**config.mk**
```make
export PLATFORM = sky130hd
export DESIGN_NAME = fetch_ctrl
export DESIGN_NICKNAME = d
export VERILOG_FILES = /design/src/rtl/fetch_pkg.sv /design/src/rtl/fetch_buf.sv /design/src/rtl/fetch_ctrl.sv
export SDC_FILE = /design/constraint.sdc
export NUM_CORES = 1
export LEC_CHECK = 0
export ABC_AREA = 1
export CAP_MARGIN = 5
export CORE_MARGIN = 10
export CORE_UTILIZATION = 50
export CTS_CLUSTER_DIAMETER = 40
export DETAILED_ROUTE_END_ITERATION = 6
export GPL_TIMING_DRIVEN = 0
export PLACE_DENSITY = 0.86
export SLEW_MARGIN = 20
export SYNTH_ARGS = -nofsm -noshare
export SYNTH_HDL_FRONTEND = slang
export SYNTH_HIERARCHICAL = 1
export SYNTH_SLANG_ARGS = --single-unit
```
**constraint.sdc**
```tcl
create_clock -name clk -period 5.2 [get_ports clk]
set_clock_uncertainty 0.1 [all_clocks]
set_input_delay 0.52 -clock clk [delete_from_list [all_inputs] [get_ports clk]]
set_output_delay 0.52 -clock clk [all_outputs]
set_load 0.05 [all_outputs]
```
**src/rtl/fetch_pkg.sv**
```systemverilog
// Shared types and widths for the instruction-fetch sequencer.
package fetch_pkg;

    localparam int unsigned INST_WIDTH = 32;

    typedef enum logic [1:0] {
        IDLE  = 2'd0,
        REQ   = 2'd1,
        WAIT  = 2'd2,
        DRAIN = 2'd3
    } fetch_state_e;

endpackage

```
**src/rtl/fetch_buf.sv**
```systemverilog
// One-entry instruction holding register; a flush masks valid in the same cycle.
import fetch_pkg::*;

module fetch_buf #(
    parameter int unsigned PC_WIDTH = 32
) (
    input  logic                  clk,
    input  logic                  rst,
    input  logic                  i_load,
    input  logic [INST_WIDTH-1:0] i_data,
    input  logic [PC_WIDTH-1:0]   i_pc,
    input  logic                  i_ready,
    input  logic                  i_flush,
    output logic                  o_valid,
    output logic                  o_buf_valid,
    output logic [INST_WIDTH-1:0] o_data,
    output logic [PC_WIDTH-1:0]   o_pc
);

    logic                  r_valid;
    logic [INST_WIDTH-1:0] r_data;
    logic [PC_WIDTH-1:0]   r_pc;
    logic                  w_pop;

    assign o_valid     = r_valid && !i_flush;
    assign o_buf_valid = r_valid;
    assign o_data      = r_data;
    assign o_pc        = r_pc;
    assign w_pop       = o_valid && i_ready;

    always_ff @(posedge clk or posedge rst) begin
        if (rst) begin
            r_valid <= 1'b0;
            r_data  <= '0;
            r_pc    <= '0;
        end else if (i_flush) begin
            r_valid <= 1'b0;
        end else if (i_load) begin
            r_valid <= 1'b1;
            r_data  <= i_data;
            r_pc    <= i_pc;
        end else if (w_pop) begin
            r_valid <= 1'b0;
        end
    end

endmodule

```
**src/rtl/fetch_ctrl.sv**
```systemverilog
// Fetch sequencer: owns the PC, issues one imem request at a time and
// buffers each response for decode, dropping stale responses after a redirect.
import fetch_pkg::*;

module fetch_ctrl #(
    parameter int unsigned          PC_WIDTH     = 32,
    parameter logic [PC_WIDTH-1:0]  INC_AMOUNT   = PC_WIDTH'(4),
    parameter logic [PC_WIDTH-1:0]  RESET_VECTOR = '0
) (
    input  logic                  clk,
    input  logic                  rst,
    input  logic                  redirect_valid,
    input  logic [PC_WIDTH-1:0]   redirect_pc,
    output logic                  imem_req_valid,
    input  logic                  imem_req_ready,
    output logic [PC_WIDTH-1:0]   imem_req_addr,
    input  logic                  imem_rsp_valid,
    input  logic [INST_WIDTH-1:0] imem_rsp_data,
    output logic                  inst_valid,
    input  logic                  inst_ready,
    output logic [INST_WIDTH-1:0] inst_data,
    output logic [PC_WIDTH-1:0]   inst_pc
);

    fetch_state_e        r_state;
    logic [PC_WIDTH-1:0] r_pc;
    logic                w_buf_valid;
    logic                w_req_fire;
    logic                w_load;

    // A request may go out only when the buffer is empty or draining this cycle.
    assign imem_req_valid = (r_state == REQ) && !redirect_valid
                            && (!w_buf_valid || inst_ready);
    assign imem_req_addr  = r_pc;
    assign w_req_fire     = imem_req_valid && imem_req_ready;
    assign w_load         = (r_state == WAIT) && imem_rsp_valid && !redirect_valid;

    fetch_buf #(.PC_WIDTH(PC_WIDTH)) u_buf (
        .clk         (clk),
        .rst         (rst),
        .i_load      (w_load),
        .i_data      (imem_rsp_data),
        .i_pc        (r_pc),
        .i_ready     (inst_ready),
        .i_flush     (redirect_valid),
        .o_valid     (inst_valid),
        .o_buf_valid (w_buf_valid),
        .o_data      (inst_data),
        .o_pc        (inst_pc)
    );

    always_ff @(posedge clk or posedge rst) begin
        if (rst) begin
            r_state <= IDLE;
            r_pc    <= RESET_VECTOR;
        end else begin
            case (r_state)
                IDLE: begin
                    if (redirect_valid) r_pc <= redirect_pc;
                    r_state <= REQ;
                end
                REQ: begin
                    if (redirect_valid) r_pc <= redirect_pc;
                    else if (w_req_fire) r_state <= WAIT;
                end
                WAIT: begin
                    if (redirect_valid) begin
                        r_pc    <= redirect_pc;
                        r_state <= imem_rsp_valid ? REQ : DRAIN;
                    end else if (imem_rsp_valid) begin
                        r_pc    <= r_pc + INC_AMOUNT;
                        r_state <= REQ;
                    end
                end
                DRAIN: begin
                    if (redirect_valid) r_pc <= redirect_pc;
                    if (imem_rsp_valid) r_state <= REQ;
                end
                default: r_state <= IDLE;
            endcase
        end
    end

`ifndef SYNTHESIS
    // A response cut off by reset may still land before the next request; tolerate only that one.
    logic r_stray_ok;
    always_ff @(posedge clk or posedge rst) begin
        if (rst) r_stray_ok <= 1'b1;
        else if (w_req_fire) r_stray_ok <= 1'b0;
    end

    always @(posedge clk) begin
        if (!rst && !r_stray_ok)
            assert (!(imem_rsp_valid && (r_state == IDLE || r_state == REQ)))
                else $error("imem response with no request outstanding");
    end
`endif

endmodule
```
Word-level counts from Yosys, hierarchy flattened
Index checks and enable logic that the tools add are counted.
{"block": "classes", "mux": 13, "n_eq_ne": 7, "n_addsub": 1, "bitwise": 1, "n_reduce_logical": 16}
{"cell": "32-bit 2-to-1 mux", "count": 3}
{"cell": "32-bit one-hot mux with 2 select lines", "count": 1}
{"cell": "32-bit by 3-bit adder with 32-bit output, second input constant", "count": 1}
{"cell": "2-bit 2-to-1 mux", "count": 5}
{"cell": "2-bit one-hot mux with 4 select lines", "count": 1}
{"cell": "1-bit logical AND", "count": 7}
{"cell": "2-bit AND reduction", "count": 3}
{"cell": "2-bit == test, second input constant", "count": 2}
{"cell": "2-bit inequality test, second input constant", "count": 2}
{"cell": "1-bit 2-to-1 mux", "count": 3}
{"cell": "3-bit inequality test, second input constant", "count": 1}
{"cell": "3-bit nonzero test", "count": 1}
{"cell": "3-bit OR reduction", "count": 1}
{"cell": "2-bit by 1-bit == test with 1-bit output, second input constant", "count": 1}
{"cell": "1-bit zero test", "count": 2}
{"cell": "2-bit zero test", "count": 1}
{"cell": "2-bit by 1-bit inequality test with 1-bit output, second input constant", "count": 1}
{"cell": "1-bit logical OR", "count": 1}
{"cell": "1-bit NOT", "count": 1}
{"block": "totals", "output_inout_bits": 98, "wordCells": 43, "register_bits": 99, "in_bits": 70}

Depth between registers and ports, before layout
Gate-level depths: netlist (run 1).
{"block": "depth", "ltp_word": 7, "mapped_depth": 10, "mapped_depth_nobuf": 10}

Hierarchy
Netlist (run 1), hierarchy kept.
{"mod": "fetch_buf", "instances": 1, "seq_area_each_um2": 1626.6, "cells_each": 286, "area_each_um2": 2603.7}
{"mod": "fetch_ctrl", "instances": 1, "seq_area_each_um2": 850.8, "cells_each": 384, "area_each_um2": 2468.6}

Least setup slack after synthesis (run 1)
Ideal clock, no wire load.
{"block": "synth_path", "path_type": "input port to output port", "startpoint": "in redirect_valid", "endpoint": "out imem_req_valid", "required_ps": 4580, "stages": 3, "t_arrival_ps": 1514, "slack_ps": 3066, "n_path_buf": 0, "path_cell_list": "inv_2 -> nand3_1 -> a21oi_1"}
{"block": "synth_via", "elab_chain_len": 3}
{"item": "start: declaration", "line": "fetch_ctrl.sv:12", "text": "input logic redirect_valid,"}
{"item": "1-bit zero test", "line": "fetch_ctrl.sv:32", "text": "assign imem_req_valid = (r_state == REQ) && !redirect_valid"}
{"item": "1-bit logical AND", "line": "fetch_ctrl.sv:32"}
{"item": "1-bit logical AND", "line": "fetch_ctrl.sv:33", "text": "&& (!w_buf_valid || inst_ready);"}
{"item": "end: declaration", "line": "fetch_ctrl.sv:14", "text": "output logic imem_req_valid,"}
No other way between the ends.

Final worst setup path (run 1)
Same ends and word-level chain as after synthesis.

==> flow_metrics.py, run 1 <==
metrics = {
    "logic_synthesis": {
        "ys_async_sr_fraction_pct": 100,
        "synth_common_cells": "nand2_1, dfrtp_1, nand3_1",
        "yosys_warnings": 6,
        "yosysTopAreaCell": "dfrtp_1",
        "synth_top_cells_by_area": "dfrtp_1, nand2_1, nand3_1",
        "synth_top_area_share_pct": 48.8,
        "synth.most_common_cell": "nand2_1",
        "synth_ff_type": "dfrtp_1",
        "synth_edf_count": 0,
        "synth_seq_cells": 99,
        "syn_nets": 741,
        "synth_seq_area_share_pct": 48.8,
        "synthCells": 670,
        "synth.distinct_cells": 28,
        "synth_area_um2": 5070,
        "syn_area_per_cell_um2": 7.57,
    },
    "worst_hold_path": {
        "hp-class": "in2async",
    },
    "clock_tree": {
        "cts_made_buffers": 9,
        "clockBufferDepth": 2,
        "cts_root_buf": "clkbuf_8",
        "hold_buffers": 0,
        "cts_resized": 0,
        "cts.sinks": 99,
        "clkTransAtPathRegs_ps": 90,
        "cts_tree": "done",
        "h-tree-depth": 3,
        "clk_latency_ps": 380,
        "cts_post_setup_buffers_inserted": 0,
    },
    "detailed_routing": {
        "drt_wl_total_um": 17200,
        "firstDrtPassIters": 5,
        "drt_iter0_drc": 637,
        "vias": 5288,
        "viasPerCell": 5.36,
        "drc": 0,
        "wl_per_cell_um": 17.4,
        "ant_nets": 0,
    },
    "grt": {
        "use_met3_pct": 5.21,
        "use_met1_pct": 28.6,
        "grt_max_degree": 56,
        "grt_usage_pct": 23.2,
        "antenna_found_initial": 0,
        "grt_util_met2_pct": 38.5,
        "grt_pass1_wl_um": 27400,
        "overflow": 0,
        "grt_pass1_vias": 5281,
        "busiest_layer": "met2",
    },
    "timing": {
        "tns_ps": 0,
        "finalMaxSlewViolations": 0,
        "layout_setup_ws_ps": 2200,
        "hold_viol": 0,
        "period_share_pct": 57.8,
        "holdWs_ps": 341,
        "tightest_slew_ps": 753,
        "finalSetupViolations": 0,
        "rsz0062_at_grt": "false",
        "period_needed_ps": 3000,
        "clock.fmax_ghz": 0.333,
        "slew_headroom_pct": 49.7,
    },
    "die": {
        "rows": 36,
        "die_h_um": 121,
        "io_pins": 168,
        "die-area_um2": 14600,
        "core_um2": 9820,
        "initial_utilization_pct": 51.7,
        "die_x_um": 121,
    },
    "placed_design": {
        "dp_hpwl_um": 13300,
        "port_buffers": 167,
        "place.gp.congestion": 0.911,
        "dp_slack_ps": 2180,
        "dp.cells": 971,
    },
    "power_and_ir_drop": {
        "p_leak_uw": 0.00341,
        "ir_drop_v": 0.000182,
        "powerDensity_nw_per_um2": 346,
    },
    "job": {
        "maxCapViolations": 0,
    },
    "layout": {
        "drive_above_1_share_pct": 8.55,
        "fillers": 791,
        "fin_util_pct": 73.2,
        "finalNetCount": 920,
        "num_antenna_cells": 0,
        "instances_no_fill": 987,
        "syn_to_final_growth_pct": 41.7,
    },
    "critical_path": {
        "worst_setup_path_end_kind": "output port",
        "crit_required_ps": 4580,
        "path_max_fanout": 9,
        "critical_path_arrival_ps": 2380,
        "critPathKind": "in2out",
        "start_kind": "primary input",
    },
    "run_status": {
        "status": "complete, no violations",
    },
}
-- metal layers --
metal / routed length, µm / vias up
li1: - / 2501
met1: 7000 / 2466
met2: 8200 / 279
met3: 1510 / 42
met4: 449 / 0
met5: 0 / -
-- layout make-up --
type | instances | area (µm²) | share of cell area, %
clock buffers | 9 | 124 | 1.72
inverters | 42 | 160 | 2.23
plain buffers | 31 | 213 | 2.96
well taps | 133 | 166 | 2.32
repair buffers | 168 | 1700 | 23.6
multi-input cells | 498 | 2220 | 31.0
flip-flops and latches | 99 | 2480 | 34.5
clock inverters | 7 | 123 | 1.71
-- report_power, final --
| part | internal [µW] | switching, µW |
|---|---|---|
| registers | 877 | 99.1 |
| clock network | 324 | 281 |
| logic | 299 | 603 |
-- per-stage QoR --
| step | total power [µW] | area (µm²) |
|---|---|---|
| after floorplan | 1530 | 5070 |
| after global placement | 1870 | 6910 |
| after detailed placement | 1890 | 6940 |
| after CTS | 2500 | 7190 |
| after global routing | 2590 | 7190 |
| final | 2480 | 7190 |
-- worst paths after layout --
check | to | slack, ps | depth (start not counted) | from
max reg2reg | imem_req_addr[14]$_DFFE_PP0P_ | 3190 | 8 | imem_req_addr[2]$_DFFE_PP0P_
min in group clk | u_buf/o_data[20]$_DFFE_PP0P_ | 380 | 2 | u_buf/o_data[20]$_DFFE_PP0P_
min | u_buf/o_buf_valid$_DFFE_PP0P_ | 340 | 2 | rst
max | imem_req_valid | 2200 | 5 | redirect_valid
min reg2reg | u_buf/o_data[20]$_DFFE_PP0P_ | 380 | 2 | u_buf/o_data[20]$_DFFE_PP0P_
max in group asynchronous | imem_req_addr[17]$_DFFE_PP0P_ | 3940 | 2 | rst
-- registers in the layout (all words and copies together), names as in the netlist --
signal,cells
u_buf/o_data,32
r_state,2
u_buf/o_pc,32
u_buf/o_buf_valid,1
imem_req_addr,32
-- worst max-delay path, stage by stage --
cell and delay [ps]:
clkdlybuf4s50_1 530, inv_2 240, nand3_1 100, a21oi_1 160, clkdlybuf4s50_1 830
-- cell families (layout without fill, tap and decap cells) --
kind of cell	after synthesis	in the layout	share of synthesized area (%)
AO/OA/AOI/OAI	53	53	6.04
XOR/XNOR	2	2	0.345
adder cells (fa/ha/maj)	1	1	0.247
buffers and inverters	73	257	7.30
flip-flops	99	99	48.8
AND/OR/NAND/NOR	442	442	37.2
-- layout by cell type (no fill, tap or decap) --
master	instances
nand2_1	253
clkdlybuf4s50_1	167
dfrtp_1	99
nand3_1	98
nor2_1	62
inv_1	35
o21ai_0	22
buf_2	14
buf_4	11
o21a_1	11
clkbuf_8	9
a21oi_1	8
nor2_2	7
inv_2	6
nor2_4	5
o21ai_1	5
nor3_1	5
buf_6	5
nand2_2	4
o22ai_1	4
nand4_1	4
bufinv_16	3
nand2_4	2
xor2_1	2
nand3b_1	1
a32oi_1	1
a211oi_1	1
nand3_2	1
o21bai_1	1
ha_1	1
inv_6	1
inv_8	1
clkinvlp_4	1
clkinv_2	1
inv_4	1
clkbuf_1	1
buf_16	1
No activity file was read; power rests on OpenSTA's default activity.
==> inputs of run 2 (changes only) <==
--- a/config.mk
+++ b/config.mk
@@ -8,11 +8,11 @@
 export ABC_AREA = 1
 export CAP_MARGIN = 5
 export CORE_MARGIN = 10
-export CORE_UTILIZATION = 50
+export CORE_UTILIZATION = 46
 export CTS_CLUSTER_DIAMETER = 40
 export DETAILED_ROUTE_END_ITERATION = 6
 export GPL_TIMING_DRIVEN = 0
-export PLACE_DENSITY = 0.86
+export PLACE_DENSITY = 0.8
 export SLEW_MARGIN = 20
 export SYNTH_ARGS = -nofsm -noshare
 export SYNTH_HDL_FRONTEND = slang
==> constraint.sdc (replaced) <==
create_clock -name clk -period 3 [get_ports clk]
set_clock_uncertainty 0.1 [all_clocks]
set_input_delay 0.3 -clock clk [delete_from_list [all_inputs] [get_ports clk]]
set_output_delay 0.3 -clock clk [all_outputs]
set_load 0.05 [all_outputs]
==> flow_metrics.py, run 2 (synthesized netlist as in run 1, its figures left out) <==
metrics = {
    "die": {
        "die_h_um": 125,
        "die_x_um": 125,
        "die-area_um2": 15600,
        "initial_utilization_pct": 46.8,
        "io_pins": 168,
        "rows": 38,
        "core_um2": 10800,
    },
    "power_and_ir_drop": {
        "intPower_uw": 2390,
        "p_leak_uw": 0.00339,
        "powerDensity_nw_per_um2": 566,
        "pwr-share-comb_pct": 38.5,
        "sw_frac_of_total_pct": 41.1,
        "ir_drop_v": 0.000311,
        "seqPwrFrac_pct": 41.6,
        "p_clk_share_pct": 19.9,
        "p_switching_uw": 1670,
    },
    "layout": {
        "final_area_um2": 7160,
        "mostFrequentLayoutCell": "nand2_1",
        "instances_no_fill": 995,
        "drive_above_1_share_pct": 8.43,
        "layout_common_cells": "nand2_1, clkdlybuf4s50_1, dfrtp_1, nand3_1, nor2_1",
        "finalNetCount": 921,
        "syn_to_final_growth_pct": 41.1,
        "fin_util_pct": 66.0,
    },
    "critical_path": {
        "path_cells": "clkdlybuf4s50_1, inv_2, nand3_1, a21oi_1, clkdlybuf4s50_1",
        "ff2ff_path_depth": 8,
        "critical_path_arrival_ps": 2160,
        "crit_required_ps": 2600,
        "worstSetupPathDepth": 5,
        "critPathKind": "in2out",
        "start_kind": "primary input",
        "crit_buf_inv": 3,
        "cp_slowest_cell": "clkdlybuf4s50_1",
        "path_max_fanout": 9,
        "cp_top_family": "buffers and inverters",
        "slowest_delay_ps": 840,
        "cpMostUsedCell": "clkdlybuf4s50_1",
        "worst_setup_path_end_kind": "output port",
    },
    "timing": {
        "tightest_slew_ps": 588,
        "rsz0062_at_grt": "false",
        "hold_viol": 0,
        "finalSetupViolations": 0,
        "slew_headroom_pct": 60.7,
        "period_share_pct": 85.2,
        "finalMaxSlewViolations": 0,
        "period_needed_ps": 2560,
        "clock.fmax_ghz": 0.391,
        "tns_ps": 0,
    },
    "placed_design": {
        "port_buffers": 167,
        "dp_hpwl_um": 13500,
        "place.gp.congestion": 0.913,
        "dpl_cell_area_um2": 6980,
        "dp.cells": 979,
    },
    "detailed_routing": {
        "viasPerCell": 5.20,
        "vias": 5174,
        "drt_iter0_drc": 457,
        "drc": 0,
        "wl_per_cell_um": 17.2,
        "firstDrtPassIters": 5,
        "drt_wl_total_um": 17100,
        "ant_nets": 0,
    },
    "clock_tree": {
        "h-tree-depth": 3,
        "clk_latency_ps": 370,
        "clockBufferDepth": 2,
        "cts_root_buf": "clkbuf_8",
        "cts.sinks": 99,
        "cts_resized": 0,
        "cts_post_setup_buffers_inserted": 0,
        "cts_made_buffers": 9,
        "clkTransAtPathRegs_ps": 90,
        "cts_tree": "done",
        "hold_buffers": 0,
    },
    "job": {
        "maxCapViolations": 0,
    },
    "grt": {
        "grt_usage_pct": 21.3,
        "grt_pass1_vias": 5151,
        "overflow": 0,
        "grt_pass1_wl_um": 27600,
        "antenna_found_initial": 1,
        "grt_max_degree": 56,
    },
    "run_status": {
        "status": "complete, no violations",
    },
    "worst_hold_path": {
        "hp-class": "in2async",
    },
}
[run 2: cell count changes in the layout (fill, tap and decap cells not counted)]
cell	change
buf_16	+1
bufinv_16	-3
clkbuf_1	+1
clkbuf_8	+2
clkinv_4	+1
clkinvlp_4	-1
diode_2	+1
inv_8	-1
[run 2: final cells by class]
class	instances	area, µm²
diodes	1	2.50
clock buffers	12	155
well taps	140	175
plain buffers	31	213
multi-input cells	498	2220
inverters	42	160
clock inverters	3	22.5
repair buffers	169	1730
fillers	974	3680
flip-flops and latches	99	2480
[run 2: path summary, 6_finish.rpt]
kind	from	slack (ps)	end
max in group asynchronous	rst	2130	imem_req_addr[23]$_DFFE_PP0P_
max	redirect_valid	440	imem_req_valid
max reg2reg	imem_req_addr[2]$_DFFE_PP0P_	1090	imem_req_addr[20]$_DFFE_PP0P_
min in group clk	u_buf/o_pc[15]$_DFFE_PP0P_	380	u_buf/o_pc[15]$_DFFE_PP0P_
min reg2reg	u_buf/o_pc[15]$_DFFE_PP0P_	380	u_buf/o_pc[15]$_DFFE_PP0P_
min	rst	130	u_buf/o_buf_valid$_DFFE_PP0P_
[run 2: power by group through the flow]
stage	registers [µW]	logic [µW]	clock network, µW
floorplan	2340	305	0
global placement	1700	1540	0
detailed placement	1710	1570	0
CTS	1690	1580	823
global route	1720	1650	883
finish	1690	1560	805
[run 2: routing by layer]
layer / wire length [µm] / vias to the layer above / track usage, %
met2: 8150 / 218 / 35.5
met3: 1440 / 24 / 6.13
met5: 0 / - / 0
met4: 338 / 0 / 6.10
met1: 7200 / 2426 / 26.4
li1: - / 2506 / -
[run 2: worst reg2reg max path, cell delays in order (launching register included)]
cell      delay (ps)
dfrtp_1          540
ha_1             260
nand2_2           90
nor2_4           220
nand3_2          190
nor2_2           140
nand2_1           70
o21bai_1         140
nor2_1            60
[run 2: per-stage QoR]
stage | hold slack (ps) | worst slack (ps) | power [µW]
floorplan | 296 | 974 | 2640
global placement | 353 | -50.8 | 3250
detailed placement | 358 | 436 | 3280
CTS | 122 | 433 | 4080
global route | 151 | 334 | 4250
finish | 135 | 444 | 4050
==> inputs of run 3 (changes only) <==
--- a/config.mk
+++ b/config.mk
@@ -13,6 +13,7 @@
 export DETAILED_ROUTE_END_ITERATION = 6
 export GPL_TIMING_DRIVEN = 0
 export PLACE_DENSITY = 0.8
+export SKIP_CTS_REPAIR_TIMING = 1
 export SLEW_MARGIN = 20
 export SYNTH_ARGS = -nofsm -noshare
 export SYNTH_HDL_FRONTEND = slang
==> results of run 3 <==
Same layout as run 2: the final DEF is identical, and so are final timing and power.
